<file path="config.mk">
export PLATFORM = sky130hd
export DESIGN_NAME = imem_loader
export DESIGN_NICKNAME = d
export VERILOG_FILES = /design/src/rtl/imem_loader_pkg.sv /design/src/rtl/imem_byte_packer.sv /design/src/rtl/imem_loader.sv
export SDC_FILE = /design/constraint.sdc
export NUM_CORES = 1
export LEC_CHECK = 0
export BUFFER_PORTS_ARGS = -buffer_cell sky130_fd_sc_hd__buf_2
export CAP_MARGIN = 30
export CORE_UTILIZATION = 50
export CTS_CLUSTER_DIAMETER = 80
export DETAILED_ROUTE_END_ITERATION = 8
export PLACE_DENSITY_LB_ADDON = 0.15
export SLEW_MARGIN = 10
export SYNTH_ARGS = -nofsm -noshare
export SYNTH_HDL_FRONTEND = slang
export SYNTH_HIERARCHICAL = 1
export SYNTH_SLANG_ARGS = --single-unit
</file>
<file path="constraint.sdc">
create_clock -name i_clk -period 2.78 [get_ports i_clk]
set_input_delay 0.695 -clock i_clk [delete_from_list [all_inputs] [get_ports i_clk]]
set_output_delay 0.695 -clock i_clk [all_outputs]
set_load 0.005 [all_outputs]
</file>
<file path="src/rtl/imem_loader_pkg.sv">
// -----------------------------------------------------------------------------
// imem_loader_pkg
// Shared definitions for the boot-time instruction-memory loader:
//   loader_state_e    : loader FSM states
//   DEFAULT_SYNC_BYTE : frame-start byte used when the top is not overridden
//   COUNT_W           : width of the word count carried in the frame header
// -----------------------------------------------------------------------------
package imem_loader_pkg;

    typedef enum logic [2:0] {
        S_IDLE   = 3'd0,
        S_CNT_LO = 3'd1,
        S_CNT_HI = 3'd2,
        S_DATA   = 3'd3,
        S_CHK    = 3'd4,
        S_DONE   = 3'd5,
        S_ERR    = 3'd6
    } loader_state_e;

    localparam logic [7:0] DEFAULT_SYNC_BYTE = 8'hA5;
    localparam int         COUNT_W           = 16;

endpackage

</file>
<file path="src/rtl/imem_byte_packer.sv">
// -----------------------------------------------------------------------------
// imem_byte_packer
// Packs a little-endian byte stream into 32-bit words. The first byte of a
// word ends up in bits [7:0].
// Ports:
//   i_clk, i_rst_n  : clock, asynchronous active-low reset
//   i_clear         : restart at byte index 0 (new frame)
//   i_shift         : accept i_byte this cycle
//   i_byte          : incoming byte
//   o_word_ready    : high in the cycle the 4th byte of a word is accepted
//   o_word          : completed word, valid while o_word_ready is high
// -----------------------------------------------------------------------------
module imem_byte_packer (
    input  logic        i_clk,
    input  logic        i_rst_n,
    input  logic        i_clear,
    input  logic        i_shift,
    input  logic [7:0]  i_byte,
    output logic        o_word_ready,
    output logic [31:0] o_word
);

    // Only three bytes need storage: the 4th is taken straight from i_byte,
    // so the completed word is available in the cycle it arrives.
    logic [23:0] r_bytes;
    logic [1:0]  r_idx;

    always_ff @(posedge i_clk or negedge i_rst_n) begin
        if (!i_rst_n) begin
            r_bytes <= '0;
            r_idx   <= '0;
        end else if (i_clear) begin
            r_idx   <= '0;
        end else if (i_shift) begin
            r_bytes <= {i_byte, r_bytes[23:8]};
            r_idx   <= r_idx + 2'd1;
        end
    end

    assign o_word_ready = i_shift && (r_idx == 2'd3);
    assign o_word       = {i_byte, r_bytes};

endmodule

</file>
<file path="src/rtl/imem_loader.sv">
// -----------------------------------------------------------------------------
// imem_loader
// Boot-time instruction-memory writer. Frames the UART byte stream
//   SYNC, COUNT_LO, COUNT_HI, N x 4 data bytes (LSB first) [, CHK]
// into 32-bit words, writes them to the instruction memory and holds the CPU
// while loading.
// Optional feature macro: IMEM_LOADER_CHECKSUM_EN adds a trailing CHK byte
// that must equal the 8-bit sum of all data bytes.
// Ports:
//   i_clk, i_rst_n    : clock, asynchronous active-low reset
//   i_rx_data         : byte from the UART receiver
//   i_rx_valid        : one-cycle strobe, i_rx_data valid
//   o_imem_we         : registered one-cycle write enable
//   o_imem_waddr      : word address of the write
//   o_imem_wdata      : instruction word of the write
//   o_cpu_hold        : core held in reset while loading / after an abort
//   o_done            : last image loaded successfully
//   o_error           : last frame aborted
//   o_loaded_words    : words written in the current or last frame
//   o_state           : current loader state (debug)
// -----------------------------------------------------------------------------
module imem_loader
    import imem_loader_pkg::*;
#(
    parameter int         ADDR_W    = 15,
    parameter logic [7:0] SYNC_BYTE = DEFAULT_SYNC_BYTE
) (
    input  logic              i_clk,
    input  logic              i_rst_n,
    input  logic [7:0]        i_rx_data,
    input  logic              i_rx_valid,
    output logic              o_imem_we,
    output logic [ADDR_W-1:0] o_imem_waddr,
    output logic [31:0]       o_imem_wdata,
    output logic              o_cpu_hold,
    output logic              o_done,
    output logic              o_error,
    output logic [ADDR_W:0]   o_loaded_words,
    output logic [2:0]        o_state
);

    localparam logic [31:0] MAX_WORDS = 32'd1 << ADDR_W;

`ifdef IMEM_LOADER_CHECKSUM_EN
    localparam loader_state_e END_STATE = S_CHK;
`else
    localparam loader_state_e END_STATE = S_DONE;
`endif

    loader_state_e        r_state;
    loader_state_e        w_next_state;
    logic [COUNT_W-1:0]   r_count;
    logic [COUNT_W-1:0]   w_count_full;
    logic [ADDR_W:0]      r_loaded;
    logic [ADDR_W:0]      w_loaded_inc;
    logic                 w_start;
    logic                 w_shift;
    logic                 w_word_ready;
    logic [31:0]          w_word;
    logic                 r_we;
    logic [ADDR_W-1:0]    r_waddr;
    logic [31:0]          r_wdata;

`ifdef IMEM_LOADER_CHECKSUM_EN
    logic [7:0]           r_chk;

    always_ff @(posedge i_clk or negedge i_rst_n) begin
        if (!i_rst_n) begin
            r_chk <= '0;
        end else if (w_start) begin
            r_chk <= '0;
        end else if (w_shift) begin
            r_chk <= r_chk + i_rx_data;
        end
    end
`endif

    imem_byte_packer u_packer (
        .i_clk        (i_clk),
        .i_rst_n      (i_rst_n),
        .i_clear      (w_start),
        .i_shift      (w_shift),
        .i_byte       (i_rx_data),
        .o_word_ready (w_word_ready),
        .o_word       (w_word)
    );

    always_ff @(posedge i_clk or negedge i_rst_n) begin
        if (!i_rst_n) begin
            r_state <= S_IDLE;
        end else begin
            r_state <= w_next_state;
        end
    end

    always_comb begin
        w_next_state = r_state;
        w_start      = 1'b0;
        w_shift      = 1'b0;
        // Count as it will be once COUNT_HI is captured; used for the checks
        // made while leaving CNT_HI.
        w_count_full = {i_rx_data, r_count[7:0]};
        w_loaded_inc = r_loaded + (ADDR_W+1)'(1);
        unique case (r_state)
            S_IDLE, S_DONE, S_ERR: begin
                if (i_rx_valid && (i_rx_data == SYNC_BYTE)) begin
                    w_next_state = S_CNT_LO;
                    w_start      = 1'b1;
                end
            end
            S_CNT_LO: begin
                if (i_rx_valid) w_next_state = S_CNT_HI;
            end
            S_CNT_HI: begin
                if (i_rx_valid) begin
                    if (32'(w_count_full) > MAX_WORDS)  w_next_state = S_ERR;
                    else if (w_count_full == '0)        w_next_state = END_STATE;
                    else                                w_next_state = S_DATA;
                end
            end
            S_DATA: begin
                if (i_rx_valid) begin
                    w_shift = 1'b1;
                    if (w_word_ready && (32'(w_loaded_inc) == 32'(r_count)))
                        w_next_state = END_STATE;
                end
            end
`ifdef IMEM_LOADER_CHECKSUM_EN
            S_CHK: begin
                if (i_rx_valid)
                    w_next_state = (i_rx_data == r_chk) ? S_DONE : S_ERR;
            end
`endif
            default: w_next_state = S_IDLE;
        endcase
    end

    always_ff @(posedge i_clk or negedge i_rst_n) begin
        if (!i_rst_n) begin
            r_count  <= '0;
            r_loaded <= '0;
            r_we     <= 1'b0;
            r_waddr  <= '0;
            r_wdata  <= '0;
        end else begin
            r_we <= 1'b0;
            if (w_start) begin
                r_count  <= '0;
                r_loaded <= '0;
            end
            if ((r_state == S_CNT_LO) && i_rx_valid) r_count[7:0]  <= i_rx_data;
            if ((r_state == S_CNT_HI) && i_rx_valid) r_count[15:8] <= i_rx_data;
            // Write at the pre-increment count, then advance it.
            if (w_word_ready) begin
                r_we     <= 1'b1;
                r_waddr  <= r_loaded[ADDR_W-1:0];
                r_wdata  <= w_word;
                r_loaded <= w_loaded_inc;
            end
        end
    end

    assign o_imem_we      = r_we;
    assign o_imem_waddr   = r_waddr;
    assign o_imem_wdata   = r_wdata;
    assign o_loaded_words = r_loaded;
    assign o_state        = r_state;
    // ERR keeps the core held: a partial image must never run.
    assign o_cpu_hold     = (r_state != S_IDLE) && (r_state != S_DONE);
    assign o_done         = (r_state == S_DONE);
    assign o_error        = (r_state == S_ERR);

endmodule
</file>
### After elaboration in Yosys (flattened, before gate mapping)

Cells that the tools add are included.
W data, S select, Z words.

| storage, ports and cells | value |
|---|---|
| flip-flop bits (word level) | 109 |
| input bits | 11 |
| output and inout port bits | 70 |
| word-level logic and storage cells | 62 |

| operators by class | value |
|---|---|
| add/subtract/negate cells | 2 |
| order comparisons | 1 |
| eq/ne operators | 14 |
| mux-type cells | 19 |
| bitwise gates (word level) | 1 |
| reductions and logical operators | 16 |

Operators by type and width:

| cell | number |
|---|---|
| $mux W16 | 2 |
| $mux W3 | 7 |
| $add A16 B1 Y16 const B | 1 |
| $eq A16 B16 Y1 | 1 |
| $gt A16 B16 Y1 const B | 1 |
| $logic_not A16 Y1 | 1 |
| $mux W8 | 2 |
| $pmux W3 S4 | 1 |
| $ne A2 B2 Y1 const B | 5 |
| $eq A8 B8 Y1 const B | 1 |
| $reduce_bool A2 Y1 | 4 |
| $eq A3 B2 Y1 const B | 2 |
| $eq A3 B3 Y1 const B | 2 |
| $logic_and A1 B1 Y1 | 6 |
| $mux W1 | 5 |
| $reduce_and A5 Y1 | 1 |
| $mux W2 | 2 |
| $eq A3 B1 Y1 const B | 1 |
| $logic_not A3 Y1 | 1 |
| $ne A3 B3 Y1 const B | 1 |
| $reduce_bool A3 Y1 | 1 |
| $reduce_or A3 Y1 | 1 |
| $add A2 B1 Y2 const B | 1 |
| $eq A2 B2 Y1 const B | 1 |
| 2 further kinds | 2 |

### Depth between registers and ports, before layout

Gate-level depths: netlist of the first run.

| depth | value |
|---|---|
| word-level depth | 7 |
| depth in mapped cells | 9 |
| mapped depth without buffers | 8 |

### Cells and area by module

Netlist of the first run, hierarchy kept.

Modules (own cells, without submodules):

| module | times used | cells an instance | area an instance (um2) | seq. area each (um2) |
|---|---|---|---|---|
| imem_loader | 1 | 363 | 3933.8 | 2077.0 |
| imem_byte_packer | 1 | 68 | 1167.4 | 650.6 |

### Least setup slack after synthesis of the first run

OpenSTA, ideal clock, no wires.

| timing path | value |
|---|---|
| path kind | input to register |
| start | in i_rx_valid |
| end | reg r_waddr[0], in the netlist o_imem_waddr[0] |
| data arrival time | 2.478 ns |
| required time | 2.655 ns |
| path slack | 0.178 ns |
| stages | 7 |
| buffers on the path | 3 |
| cells stage by stage | nor2b_1 clkbuf_1 and3_1 and2_2 clkbuf_1 buf_1 mux2_2 |

| between the ends | value |
|---|---|
| cells in the longest elaborated chain, start to end | 3 |

Ends and longest elaborated chain:

| item | line | RTL |
|---|---|---|
| start: declaration | imem_loader.sv:31 | `input logic i_rx_valid,` |
| $mux W1 | imem_loader.sv:122 | `if (i_rx_valid) begin` |
| $mux W1 | imem_loader.sv:104 | `unique case (r_state)` |
| named net w_shift | imem_loader.sv:57 | `logic w_shift;` |
| $logic_and A1 B1 Y1 | imem_byte_packer.sv:40 | `assign o_word_ready = i_shift && (r_idx == 2'd3);` |
| named net w_word_ready | imem_loader.sv:58 | `logic w_word_ready;` |
| end signal: assignment | imem_loader.sv:156 | `r_waddr <= r_loaded[ADDR_W-1:0];` |
| end: declaration | imem_loader.sv:61 | `logic [ADDR_W-1:0] r_waddr;` |

The timed path passes the listed nets, and every way through them passes these cells.
A chain may end at the register's enable or synchronous reset.

### Worst setup path after layout of the first run

| timing path | value |
|---|---|
| start | reg r_loaded[0], in the netlist o_loaded_words[0] |
| end | reg r_state[2], in the netlist o_state[2] |

| between the ends | value |
|---|---|
| cells in the longest elaborated chain, start to end | 5 |

Ends and longest elaborated chain:

| item | line | RTL |
|---|---|---|
| start: declaration | imem_loader.sv:54 | `logic [ADDR_W:0] r_loaded;` |
| start signal: assignment | imem_loader.sv:158 | `r_loaded <= w_loaded_inc;` |
| $add A16 B1 Y16 | imem_loader.sv:103 | `w_loaded_inc = r_loaded + (ADDR_W+1)'(1);` |
| $eq A16 B16 Y1 | imem_loader.sv:124 | `if (w_word_ready && (32'(w_loaded_inc) == 32'(r_count)))` |
| $logic_and A1 B1 Y1 | imem_loader.sv:124 |  |
| $ne A2 B2 Y1 (no source line) | - |  |
| $reduce_and A5 Y1 (no source line) | - |  |
| end signal: assignment | imem_loader.sv:92 | `r_state <= w_next_state;` |
| end: declaration | imem_loader.sv:50 | `loader_state_e r_state;` |

No other way between the ends.

==> flow_summary_export.csv, run 1 <==
group,metric,value,unit
critical_path,worstPathMaxFanout,9,
floorplan,dieHeight,103,um
critical_path,worst_setup_path_end_kind,"flip-flop",
route,post_drt_wl_per_cell,16.2,um
place,place_congestion,0.867,
cts,hold_buffers,0,
global_route,grt_max_degree,60,
layout,final_nets,514,
status,status,"finished, final reports clean",
global_route,grt_pass1_wl,16700,um
run,maxCapViolCount,0,
critical_path,worstSetupPathType,"reg2reg",
timing,drv_slew,0,
synth,synth_top_cells_by_area,"dfrtp_1 53%, mux2_2 11%, mux2_4 5.9%",
route,drt_wl_total,10400,um
timing,post-route-period-util,0.877,
place,port_buffers,80,
cts,cts_setup_buffers,0,
cts,cts_tree,"built",
floorplan,initial_utilization,0.519,
cts,cts.sinks,109,
synth,synth.most_common_cell,"dfrtp_1",
layout,fill_cells,851,
synth,async_flop_share,1.00,
floorplan,dieWidth,103,um
timing,clock_skew,0.00758,ns
synth,synthFlopType,"dfrtp_1",
hold_path,hold_path_class,"in2async",
power,intPower,3.74,mW
floorplan,design.die.area,0.0106,mm2
floorplan,ioPinCount,81,
timing,post-route-min-period,2.44,ns
synth,synthCells,431,
power,clkPwrFrac,0.202,
cts,cts-resized-gates,0,
power,p_leak,2.78,nW
power,seqPwrFrac,0.483,
route,num_vias,3468,
power,vdd_ir_drop_max,0.000392,V
synth,ys_seq_area_frac,0.535,
power,power,5.51,mW
critical_path,worstReg2RegEnd,"o_state[2]",
floorplan,rows,36,
synth,yosysWarnings,6,
synth,synth_cell_types,48,
power,power_frac_comb,0.316,
layout,postLayoutCellArea,0.00581,mm2
power,switching_share,0.321,
synth,synth_common_cells,"109 x dfrtp_1, 52 x mux2_2, 51 x nand2_1, 35 x o21ai_0",
critical_path,cp-startpoint,"o_loaded_words[0]",
synth,syn_avg_cell_area,11.8,um2
critical_path,worstRegToRegCells,7,
critical_path,critPathArrivalTime,2.76,ns
synth,synth_area,0.00510,mm2
timing,setup_viol,0,
cts,path_clk_slew,0.10,ns
timing,rsz0062_at_grt,"false",
timing,fin_tns_setup,0,ns
synth,synth_fp_nets,444,
global_route,grt.total_usage,0.210,
global_route,antenna_found_initial,0,
critical_path,critPathLaunchType,"flip-flop",
timing,whs,0.277,ns
global_route,gr-total-overflow,0,
layout,num_antenna_cells,0,
synth,synth_edf_count,0,
cts,cts_buffer_depth,2,
critical_path,r2r-start,"o_loaded_words[0]",
place,post_dp_cell_area,0.00557,mm2
place,dp_hpwl,7270,um
global_route,grt_pass1_vias,3189,
power,switching_power,1.77,mW
cts,cts-htree-levels,3,
route,ant_nets,0,
power,p_per_area,948,mW/mm2
layout,area_delta_synth_final,13.9,%
cts,clockRootBuffer,"clkbuf_8",
synth,netlist.top_cell.by_area,"dfrtp_1",
critical_path,setup.worst_path.end,"o_state[2]",
route,drc,0,
route,via_per_inst,5.43,
cts,cts_made_buffers,9,
critical_path,r2r_slack,0.34,ns
timing,hold_violations,0,
critical_path,cp.required,3.10,ns
floorplan,core,0.00982,mm2
synth,synth_top_area_frac,0.535,
cts,clk_latency,0.37,ns
timing,max_slew.worst_pin.slew,0.944,ns
route,drt_iter0_drc,152,
timing,max_freq,410,MHz
route,drtPass1Iterations,4,
synth,ys_ff_latch,109,
layout,drive_above_1_share,0.374,
layout,fin_util,0.591,
timing,slew_headroom,0.369,
[state kept, by name, indices dropped and copies added, names as in the netlist]
signal	cells
o_loaded_words	16
o_imem_we	1
o_imem_wdata	32
u_packer/r_idx	2
u_packer/r_bytes	24
o_state	3
r_count	16
o_imem_waddr	15
[cell usage in the layout, fill, tap and decap left out, types with 2 or more instances in the layout]
cell / n
a21o_1: 3
a21oi_1: 4
a31oi_1: 4
and3_1: 3
buf_12: 2
buf_2: 79
buf_4: 10
bufinv_16: 2
clkbuf_8: 10
dfrtp_1: 109
ha_1: 2
inv_1: 6
inv_8: 3
mux2_2: 52
mux2_4: 20
nand2_1: 51
nand2b_1: 2
nand3_1: 11
nand4_1: 8
nor2_1: 13
nor2b_1: 4
nor3_1: 5
nor3b_1: 2
nor4_1: 5
o21ai_0: 35
o22ai_1: 5
o31ai_1: 4
o41ai_1: 2
or2_2: 2
xnor2_1: 20
xor2_1: 10
[critical path: stages (launching register included)]
cell       delay [ns]
dfrtp_1          0.54
ha_1             0.32
and3_4           0.24
xnor2_1          0.08
a2111oi_2        0.34
nand4_1          0.20
nor4_2           0.47
a21o_1           0.19
[how the worst min path moves through the flow]
stage	to	slack [ns]
after floorplan	o_imem_waddr[0]	0.40
after global placement	o_imem_waddr[8]	0.48
after detailed placement	o_imem_waddr[2]	0.49
after CTS	o_imem_wdata[29]	0.28
after global routing	o_imem_wdata[29]	0.30
final	o_imem_waddr[5]	0.28
[cell type report]
type,instances,area [um2],share of cell area
Tap cell,133,166,0.0287
Clock inverter,6,101,0.0174
Sequential cell,109,2730,0.470
Timing Repair Buffer,91,510,0.0879
Multi-Input combinational cell,284,2140,0.369
Inverter,6,22.5,0.00388
Clock buffer,10,138,0.0237
[metal layers]
metal  vias to the layer above  share of wire  track usage
met2                       100           0.45        0.309
met5                         -              0            0
met4                         0          0.019       0.0932
li1                       1647              -            -
met3                        16          0.040       0.0292
met1                      1705           0.50        0.310
[through the flow]
stage	setup slack, ns	instances
6_report	0.342	639
5_1_grt	0.180	639
4_1_cts	0.351	639
2_1_floorplan	0.178	431
3_5_place_dp	0.104	623
3_3_place_gp	0.149	623
[power groups by stage]
stage	Combinational, mW	Sequential (mW)	Clock (mW)
floorplan	1.30	2.53	0
global placement	1.72	2.66	0
detailed placement	1.76	2.70	0
CTS	1.76	2.66	1.14
global route	1.94	2.75	1.20
finish	1.74	2.66	1.11
[cells by family after synthesis]
family	count (synthesis)	share of synthesized area
AND/OR/NAND/NOR	114	0.111
flip-flops	109	0.535
multiplexers	73	0.176
AO/OA/AOI/OAI	65	0.0770
buffers and inverters	38	0.0454
XOR/XNOR	30	0.0515
adder cells (fa/ha/maj)	2	0.00490
Note: power is estimated with default switching activity, not from simulation.
==> inputs of run 2 (changes only) <==
Settings changed: MAX_ROUTING_LAYER set to met4.
==> run 2 against run 1 <==
Effect of this change:
- sequential power about the same
- cell count decreased by 0.16%
- register-to-register slack about the same
- clock skew increased by 0.00059 ns
- worst setup slack improved by 0.0041 ns
- total power decreased by 3.8%
- combinational power about the same
- hold slack improved by 0.049 ns
- largest power group unchanged
==> flow_summary_export.csv, run 2 (synthesis gave the netlist of run 1 again) <==
group,metric,value,unit
cts,cts-htree-levels,3,
power,switching_share,0.334,
power,power_frac_comb,0.330,
hold_path,hold_path_class,"in2async",
layout,final_nets,514,
cts,cts_tree,"built",
cts,cts_made_buffers,9,
route,via_per_inst,5.40,
status,status,"finished, final reports clean",
critical_path,worstPathBufferInverterCount,0,
critical_path,worstSetupPathType,"reg2reg",
critical_path,worst_setup_path_end_kind,"flip-flop",
layout,regArea,0.00273,mm2
timing,clock_skew,0.00817,ns
floorplan,dieWidth,103,um
timing,drv_slew,0,
power,intPower,3.53,mW
layout,num_antenna_cells,0,
timing,post-route-period-util,0.875,
timing,post-route-min-period,2.43,ns
timing,rsz0062_at_grt,"false",
place,port_buffers,80,
critical_path,crit_path_max_incr_delay,0.54,ns
timing,worst_slack,0.346,ns
route,ant_nets,0,
layout,fin_util,0.585,
cts,cts_setup_buffers,0,
floorplan,ioPinCount,81,
route,drc,0,
global_route,gr-total-overflow,0,
cts,hold_buffers,0,
power,seqPwrFrac,0.502,
critical_path,r2r-start,"o_loaded_words[0]",
cts,cts_buffer_depth,2,
route,drtPass1Iterations,4,
route,drt_wl_total,10500,um
cts,cts.sinks,109,
place,place_congestion,0.855,
floorplan,core,0.00982,mm2
layout,drive_above_1_share,0.372,
global_route,grt.total_usage,0.216,
cts,cts-resized-gates,0,
critical_path,path_cells,"ha_1 > and3_4 > xnor2_1 > a2111oi_2 > nand4_1 > nor4_2 > o21ai_1",
place,pre_cts_slack,0.108,ns
power,p_per_area,922,mW/mm2
critical_path,worstPathMaxFanout,9,
critical_path,critPathLaunchType,"flip-flop",
floorplan,initial_utilization,0.519,
timing,setup_viol,0,
timing,max_freq,411,MHz
run,maxCapViolCount,0,
cts,clockRootBuffer,"clkbuf_8",
timing,hold_violations,0,
floorplan,rows,36,
timing,max_slew.worst_pin.slew,0.952,ns
layout,fin_cells,638,
floorplan,dieHeight,103,um
power,p_leak,2.75,nW
critical_path,worstRegToRegCells,7,
layout,multi_input_area,0.00214,mm2
critical_path,cp_top_family,"simple AND/OR/NAND/NOR gates",
global_route,antenna_found_initial,0,
timing,fin_tns_setup,0,ns
timing,slew_headroom,0.364,
layout,area_delta_synth_final,12.7,%
place,dp_hpwl,7330,um
layout,final_common_cell,"dfrtp_1",
route,post_drt_wl_per_cell,16.4,um
timing,whs,0.326,ns
global_route,grt_pass1_wl,16600,um
cts,path_clk_slew,0.10,ns
critical_path,worstReg2RegEnd,"o_state[1]",
layout,fill_cells,863,
global_route,grt_max_degree,60,
layout,largest_reg_flops,32,
layout,layout_common_cells,"109 x dfrtp_1, 79 x buf_2, 52 x mux2_2",
power,switching_power,1.77,mW
power,clkPwrFrac,0.168,
critical_path,r2r_slack,0.35,ns
critical_path,crit_slowest_cell,"dfrtp_1",
place,dp_cells,623,
critical_path,cp.required,3.02,ns
floorplan,design.die.area,0.0106,mm2
route,num_vias,3444,
cts,clk_latency,0.37,ns
route,drt_iter0_drc,112,
global_route,grt_pass1_vias,3173,
critical_path,critPathArrivalTime,2.68,ns
power,vdd_ir_drop_max,0.000517,V
==> run 2: cell types whose count changed in the layout (fill, tap and decap cells not counted), sizes merged <==
cell / delta
bufinv: -2
clkbuf: -1
clkinv: +1
clkinvlp: +1
==> run 2: layer usage <==
| metal | GRT usage | share of wire | vias to the layer above |
|---|---|---|---|
| met1 | 0.323 | 0.50 | 1711 |
| met5 | - | 0 | - |
| met4 | 0.0683 | 0.013 | 0 |
| met2 | 0.304 | 0.45 | 82 |
| li1 | - | - | 1643 |
| met3 | 0.0271 | 0.038 | 8 |
==> run 2: cell type report <==
class,instances,share of cell area
flip-flops and latches,109,0.475
multi-input cells,284,0.373
repair buffers,91,0.0888
well taps,133,0.0290
clock buffers,9,0.0215
clock inverters,6,0.00958
inverters,6,0.00392
==> run 2: worst max path at each step <==
stage,cells past startpoint,from,endpoint
CTS,7,o_loaded_words[0],o_state[1]
global placement,8,i_rx_data[1],o_loaded_words[13]
floorplan,7,i_rx_valid,o_imem_waddr[0]
detailed placement,8,i_rx_data[1],o_loaded_words[4]
global route,7,o_loaded_words[0],o_state[1]
finish,7,o_loaded_words[0],o_state[1]
==> run 2: metrics by stage <==
stage	total power, mW	instance area (um2)
after global placement	4.38	5570
after global routing	5.67	5750
after CTS	5.35	5750
after detailed placement	4.46	5570
after floorplan	3.83	5100
final	5.30	5750
==> run 2: power groups by stage <==
stage                     clock, mW  combinational [mW]  sequential (mW)
after global placement            0                1.72             2.66
after floorplan                   0                1.30             2.53
after global routing          0.987                1.94             2.74
after CTS                     0.920                1.77             2.66
final                         0.890                1.75             2.66
after detailed placement          0                1.76             2.69
